--- src/rtl/csel_pkg.sv ---
// Shared types and elaboration helpers for the pipelined carry-select adder/subtractor.
package csel_pkg;

  typedef enum logic {
    OP_ADD = 1'b0,
    OP_SUB = 1'b1
  } op_e;

  function automatic int calc_nblk(input int width, input int blk);
    return width / blk;
  endfunction

endpackage

--- src/rtl/csel_blk.sv ---
// Combinational dual-carry block adder: sums the block for carry-in 0 and carry-in 1 in parallel.
module csel_blk #(
  parameter int BLK = 16
) (
  input  logic [BLK-1:0] a,
  input  logic [BLK-1:0] b,
  output logic [BLK-1:0] sum0,
  output logic           c0,
  output logic [BLK-1:0] sum1,
  output logic           c1
);

  assign {c0, sum0} = {1'b0, a} + {1'b0, b};
  assign {c1, sum1} = {1'b0, a} + {1'b0, b} + {{BLK{1'b0}}, 1'b1};

endmodule

--- src/rtl/csel_add_pipe.sv ---
// Two-stage carry-select add/sub: stage 1 precomputes per-block speculative sums,
// stage 2 walks the block carry-select chain. Valid/ready handshake with backpressure.
module csel_add_pipe
  import csel_pkg::*;
#(
  parameter int WIDTH = 32,
  parameter int BLK   = 16
) (
  input  logic             clk,
  input  logic             rst,
  input  logic             in_valid,
  output logic             in_ready,
  input  logic [WIDTH-1:0] a,
  input  logic [WIDTH-1:0] b,
  input  logic             cin,
  input  op_e              op,
  output logic             out_valid,
  input  logic             out_ready,
  output logic [WIDTH-1:0] sum,
  output logic             cout,
  output logic             ovf
);

  localparam int NBLK = calc_nblk(WIDTH, BLK);

  if (WIDTH < 2 || BLK < 1 || (WIDTH % BLK) != 0) begin : g_param_err
    $error("csel_add_pipe: WIDTH must be >= 2 and an exact multiple of BLK");
  end

  typedef struct packed {
    logic [BLK-1:0] sum0;
    logic           c0;
    logic [BLK-1:0] sum1;
    logic           c1;
  } s1_blk_t;

  logic [WIDTH-1:0] b_eff;
  logic             c_eff;
  s1_blk_t          s1_d [NBLK];
  s1_blk_t          s1_q [NBLK];
  logic             s1_valid, s2_valid;
  logic             s1_ready, s2_ready;
  logic             s1_amsb, s1_bmsb;
  logic [WIDTH-1:0] sum_nx;
  logic [NBLK:0]    c;

  assign b_eff = (op == OP_SUB) ? ~b : b;
  assign c_eff = (op == OP_SUB) ? ~cin : cin;

  // Block 0 resolves its real carry now; mirroring it into both halves lets
  // stage 2 run one uniform select chain seeded with c[0] = 0.
  logic [BLK-1:0] blk0_sum;
  logic           blk0_c;
  assign {blk0_c, blk0_sum} = {1'b0, a[BLK-1:0]} + {1'b0, b_eff[BLK-1:0]} + {{BLK{1'b0}}, c_eff};
  assign s1_d[0] = '{sum0: blk0_sum, c0: blk0_c, sum1: blk0_sum, c1: blk0_c};

  for (genvar k = 1; k < NBLK; k++) begin : g_blk
    logic [BLK-1:0] s0, s1;
    logic           c0, c1;
    csel_blk #(.BLK(BLK)) u_blk (
      .a    (a[k*BLK +: BLK]),
      .b    (b_eff[k*BLK +: BLK]),
      .sum0 (s0),
      .c0   (c0),
      .sum1 (s1),
      .c1   (c1)
    );
    assign s1_d[k] = '{sum0: s0, c0: c0, sum1: s1, c1: c1};
  end

  assign s2_ready  = !s2_valid || out_ready;
  assign s1_ready  = !s1_valid || s2_ready;
  assign in_ready  = s1_ready;
  assign out_valid = s2_valid;

  always_ff @(posedge clk or posedge rst) begin
    if (rst) begin
      s1_valid <= 1'b0;
      s1_amsb  <= 1'b0;
      s1_bmsb  <= 1'b0;
      for (int k = 0; k < NBLK; k++) s1_q[k] <= '0;
    end else if (s1_ready) begin
      s1_valid <= in_valid;
      if (in_valid) begin
        s1_q    <= s1_d;
        s1_amsb <= a[WIDTH-1];
        s1_bmsb <= b_eff[WIDTH-1];
      end
    end
  end

  always_comb begin
    c      = '0;
    sum_nx = '0;
    for (int k = 0; k < NBLK; k++) begin
      sum_nx[k*BLK +: BLK] = c[k] ? s1_q[k].sum1 : s1_q[k].sum0;
      c[k+1]               = c[k] ? s1_q[k].c1   : s1_q[k].c0;
    end
  end

  always_ff @(posedge clk or posedge rst) begin
    if (rst) begin
      s2_valid <= 1'b0;
      sum      <= '0;
      cout     <= 1'b0;
      ovf      <= 1'b0;
    end else if (s2_ready) begin
      s2_valid <= s1_valid;
      if (s1_valid) begin
        sum  <= sum_nx;
        cout <= c[NBLK];
        ovf  <= (s1_amsb == s1_bmsb) && (sum_nx[WIDTH-1] != s1_amsb);
      end
    end
  end

endmodule

--- config.mk ---
export PLATFORM = sky130hd
export DESIGN_NAME = csel_add_pipe
export DESIGN_NICKNAME = d
export VERILOG_FILES = /design/src/rtl/csel_pkg.sv /design/src/rtl/csel_blk.sv /design/src/rtl/csel_add_pipe.sv
export SDC_FILE = /design/constraint.sdc
export NUM_CORES = 1
export LEC_CHECK = 0
export BUFFER_PORTS_ARGS = -buffer_cell sky130_fd_sc_hd__buf_2
export CORE_MARGIN = 5
export CORE_UTILIZATION = 61
export DETAILED_ROUTE_END_ITERATION = 7
export PLACE_DENSITY_LB_ADDON = 0.12
export REMOVE_ABC_BUFFERS = 1
export SLEW_MARGIN = 40
export SYNTH_ARGS = -nofsm -noshare
export SYNTH_HDL_FRONTEND = slang
export SYNTH_SLANG_ARGS = --single-unit
--- constraint.sdc ---
create_clock -name clk -period 4.55 [get_ports clk]
set_input_delay 0 -clock clk [delete_from_list [all_inputs] [get_ports clk]]
set_output_delay 0 -clock clk [all_outputs]
set_load 0.05 [all_outputs]
Word level (Yosys, flattened, before mapping)
Cells that the tools add are included.
{"block": "word_totals", "reg_bits": 89, "latch_bits": 0, "ram_bits": 0, "romBits": 0, "input_bits": 70, "out_inout_bits": 36, "elab_cells": 32, "n_memories": 0}
{"block": "op_classes", "add_sub_neg": 4, "mul": 0, "div_mod_pow": 0, "n_lt_le_gt_ge": 0, "n_eq_ne": 2, "shift": 0, "mux": 4, "bitwise": 2, "n_reduce_logical": 7}
{"cell": "16-bit by 16-bit adder with 17-bit output", "n": 2}
{"cell": "32-bit two-way mux", "n": 1}
{"cell": "32-bit NOT", "n": 1}
{"cell": "17-bit by 1-bit adder with 17-bit output", "n": 1}
{"cell": "17-bit by 1-bit adder with 17-bit output (second input constant)", "n": 1}
{"cell": "16-bit two-way mux", "n": 1}
{"cell": "2-bit AND reduction", "n": 2}
{"cell": "1-bit zero test", "n": 2}
{"cell": "1-bit logical OR", "n": 2}
{"cell": "1-bit two-way mux", "n": 2}
{"cell": "1-bit == test", "n": 1}
{"cell": "1-bit logical AND", "n": 1}
{"cell": "1-bit != test", "n": 1}
{"cell": "1-bit NOT", "n": 1}

Logic depth before layout (Yosys ltp)
{"block": "logic_depth", "ltp_word": 4, "mapped_depth": 13, "ltp_nobuf": 11}

By module
Synthesis repeated with hierarchy kept, for this count alone.
{"block": "hier_totals", "hier_cells": 638, "hier_area_um2": 5790.6}
{"module": "csel_add_pipe", "n_inst": 1, "cells_per_inst": 486, "area_each_um2": 4618.2, "seq_area_each_um2": 2227.1}
{"module": "csel_blk", "n_inst": 1, "cells_per_inst": 152, "area_each_um2": 1172.4, "seq_area_each_um2": 0.0}

Least setup slack after synthesis
OpenSTA, ideal clock, no wires.
{"block": "synth_timing", "path_type": "input port to flip-flop", "start": "in op", "end": "reg s1_q (netlist bit c[1])", "setup_time_ps": 134, "arrival_time_ps": 3201, "required_time_ps": 4416, "slack_ps": 1214, "stages": 13, "n_path_buf": 2, "cell_sequence": "clkbuf_1 -> buf_1 -> xor2_1 -> fa_1 -> fa_1 -> a21o_1 -> a21oi_1 -> o211ai_1 -> o2111a_1 -> a311oi_1 -> o41ai_1 -> a2111oi_0 -> nor3_1"}
{"block": "synth_between", "elab_chain_cells": 3, "word_cells_on_any_way": 4, "classes_between": "add/sub: 2; mux: 2"}
{"item": "from (decl)", "line_no": "csel_add_pipe.sv:16", "rtl": "input op_e op,"}
{"item": "32-bit two-way mux", "line_no": "csel_add_pipe.sv:47", "rtl": "assign b_eff = (op == OP_SUB) ? ~b : b;"}
{"item": "16-bit by 16-bit adder with 17-bit output", "line_no": "csel_add_pipe.sv:54", "rtl": "assign {blk0_c, blk0_sum} = {1'b0, a[BLK-1:0]} + {1'b0, b_eff[BLK-1:0]} + {{BLK{1'b0}}, c_eff};"}
{"item": "17-bit by 1-bit adder with 17-bit output (*)", "line_no": "csel_add_pipe.sv:54"}
{"item": "to (signal assigned)", "line_no": "csel_add_pipe.sv:85", "rtl": "s1_q <= s1_d;"}
{"item": "to (decl)", "line_no": "csel_add_pipe.sv:40", "rtl": "s1_blk_t s1_q [NBLK];"}
Mark *: on every way between the ends. The rest lies on a longest branch, timed or not.
A chain may end at the register's enable or synchronous reset.

Worst setup path in the final report
{"block": "layout_timing", "start": "in op", "end": "reg s1_q[0] (netlist name)"}
{"block": "layout_between", "elab_chain_cells": 3}
{"item": "32-bit two-way mux", "line_no": "csel_add_pipe.sv:47"}
{"item": "16-bit by 16-bit adder with 17-bit output", "line_no": "csel_blk.sv:14", "rtl": "assign {c1, sum1} = {1'b0, a} + {1'b0, b} + {{BLK{1'b0}}, 1'b1};"}
{"item": "17-bit by 1-bit adder with 17-bit output", "line_no": "csel_blk.sv:14"}
Every way passes these cells.

==> run summary <==
Syn Area/Cell = 9.49 sq um
die width = 106 um
WL final = 11.9 mm
routed len/inst = 14.8 um
reg-to-reg slack, setup = 2.71 ns
pwr dens = 485 nW/um^2
period utilisation layout = 66.3%
CTS sink count = 89
IO buf count = 105
WS Path Type = input port to register
hold path start = a[0]
final number of setup-violating endpoints = 0
Synth async-reset ratio = 100%
synth cell count leaders = 109 x nand2_1, 89 x dfrtp_1, 50 x o21ai_0
Clk Latency, worst-skew pair = 0.36 ns
Area Overhead vs Synth = 15.4%
fin. max-slew vios = 0
worst-path fanout max = 21
routed wl met3 = 465 um
top-area cell type share of the netlist area = 39.7%
Post-synth EDFFs = 0
# fillers = 717
core area = 9110 sq um
synth unique cells = 59
total die area = 11200 sq um
min cycle time layout = 3.02 ns
DP HPWL = 8.95 mm
worst vdd ir = 0.184 mV
cell with the most instances after synthesis = nand2_1
number of DRC markers in iteration 0 = 205
RSZ-0062 raised after global routing = no
fmax = 0.331 GHz
Initial Utilization = 61.6%
Worst R2R Start = s1_valid
Seq/Total Area, Yosys = 39.7%
Worst-path clk slew = 0.09 ns
Multi-input gate area = 3240 sq um
vias in the first global route = 4484
Reg area = 2230 sq um
IO Count = 106
Cells after Synth = 591
hold endpoint = s1_q[52]
ANT cells = 0
M1 WL = 5.26 mm
Crit. End Element = register
CTS Buffer Depth = 2
reg-to-reg endpoint = s1_q[3]
routability cong. = 0.789
Mapped Area = 5610 sq um
crit path DAT = 3.25 ns
Seq cells post-synth = 89
largest area contributor in the netlist = dfrtp_1
outcome = complete, no violations
worst reg2reg path depth = 5
leakage power = 3.10 nW
top sig layer = met4
worst slew pin tran = 0.713 ns
detailed-route DRC error count = 0
CTS tree = built
total negative setup slack = 0 ns
CP Data Required Time = 4.78 ns
Post-synth top flop = dfrtp_1
GRT Overall Usage = 22.0%
row cnt = 35
DRT antenna net count = 0
Slew HR = 51.2%
TritonRoute pass-1 iters = 4
met2 WL post-DR = 6.03 mm
via count = 4555
share of cells above drive strength 1 = 22.4%
largest cells by area after synthesis = dfrtp_1 40%, xor2_1 7.3%, nand2_1 7.3%
Yosys warning total = 0
initial antenna violation count = 0
nets = 796
Max Cap Viol = 0
Cell Area, Placed = 6210 sq um
Post-Layout Inst Area = 6470 sq um
crit path launch type = input port
worst hold stages = 4
DR vias/cell = 5.64
Hold Fails Final Rpt = 0
largest net degree at the start of global routing = 55
H-tree levels = 3
root buffer cell = clkbuf_8
Num CTS Buffers = 9
Worst Skew = 0.0138 ns
Die Ht = 106 um
first-pass GRT wire length = 20.4 mm
gr ovfl total = 0
hold crit path type = input port to register
## critical path, cell delays in order
cell	delay, ns
buf_2	0.35
buf_4	0.41
xor2_1	0.18
ha_1	0.36
a2111oi_4	0.40
a21bo_4	0.29
a211oi_4	0.28
nand4b_4	0.18
nor4b_2	0.36
nand4b_1	0.19
xnor2_1	0.17
o21ai_1	0.07
## cell type report
type,instances,area share [%]
repair buffers,114,9.40
clock inverters,5,0.967
multi-input cells,465,50.1
flip-flops and latches,89,34.4
well taps,111,2.15
clock buffers,11,2.18
inverters,12,0.773
## timing repair
item	in CTS	in global routing
hold buffers	6	0
hold endpoints to repair	56	0
resized for setup	0	0
buffers inserted	0	0
## worst max path at each step
| stage | from | to | slack [ns] | cells past startpoint |
|---|---|---|---|---|
| CTS | op | s1_q[0] | 1.51 | 12 |
| floorplan | out_valid | c[1] | 1.52 | 4 |
| global placement | op | s1_q[0] | 1.26 | 12 |
| finish | op | s1_q[0] | 1.53 | 12 |
| global route | op | s1_q[0] | 1.24 | 12 |
| detailed placement | op | s1_q[0] | 1.13 | 12 |
## flip-flops by register name (all words and copies together), names as in the netlist
| signal | count |
|---|---|
| s1_valid | 1 |
| sum | 32 |
| c | 1 |
| ovf | 1 |
| s1_bmsb | 1 |
| s1_q | 50 |
| s1_amsb | 1 |
| cout | 1 |
| out_valid | 1 |
## metal layers
layer  global-route usage [%]  up-vias
li1                         -     2281
met1                     27.6     2162
met2                     39.3       92
met3                     3.37       20
met4                     6.11        0
met5                        0        -
## logic make-up after synthesis
family / Yosys count / share of synthesized area, %
fa+ha+maj: 35 / 8.21
compound gates: 145 / 17.1
xor+xnor: 66 / 10.3
mux: 34 / 6.43
simple gates: 185 / 15.5
flops: 89 / 39.7
buf+inv: 37 / 2.68
## cells in the final DEF (no fill, tap or decap), types with 3 or more instances in the layout
cell             n
o21a_1           5
mux2_2          16
clkbuf_8        10
xor2_1          47
nand2b_1         4
nor2_1          17
o21ai_0         50
dlygate4sd3_1    6
nor3_1          14
buf_2          105
a211oi_1         7
and2_1           5
nand2_1        107
nand3_1          7
nand4_1          5
a21o_1           8
o21ai_1         12
buf_4            3
a31oi_1          4
o211ai_1         9
inv_1           11
or3_1            5
fa_1             3
mux2i_1         18
xnor2_1         19
ha_1            32
a21oi_1         23
and3_1           5
nor2b_1          3
a221oi_1         3
dfrtp_1         88
## metrics by stage
step	util, %	instances	setup slack [ns]	power [mW]	hold WS (ns)
6_report	71.0	807	1.53	3.14	0.0302
2_1_floorplan	-	566	1.52	2.25	0.105
4_1_cts	71.0	807	1.51	3.16	0.0251
5_1_grt	71.0	807	1.24	3.34	0.0414
3_5_place_dp	68.1	785	1.13	2.60	0.0618
3_3_place_gp	68.0	785	1.26	2.55	0.203
## power by group
part           leakage [nW]  internal [mW]  switching (mW)
Combinational          1.92          0.470           0.934
Clock                0.0966          0.273           0.285
Sequential             1.09           1.04           0.140
(Power assumes the default switching activity.)
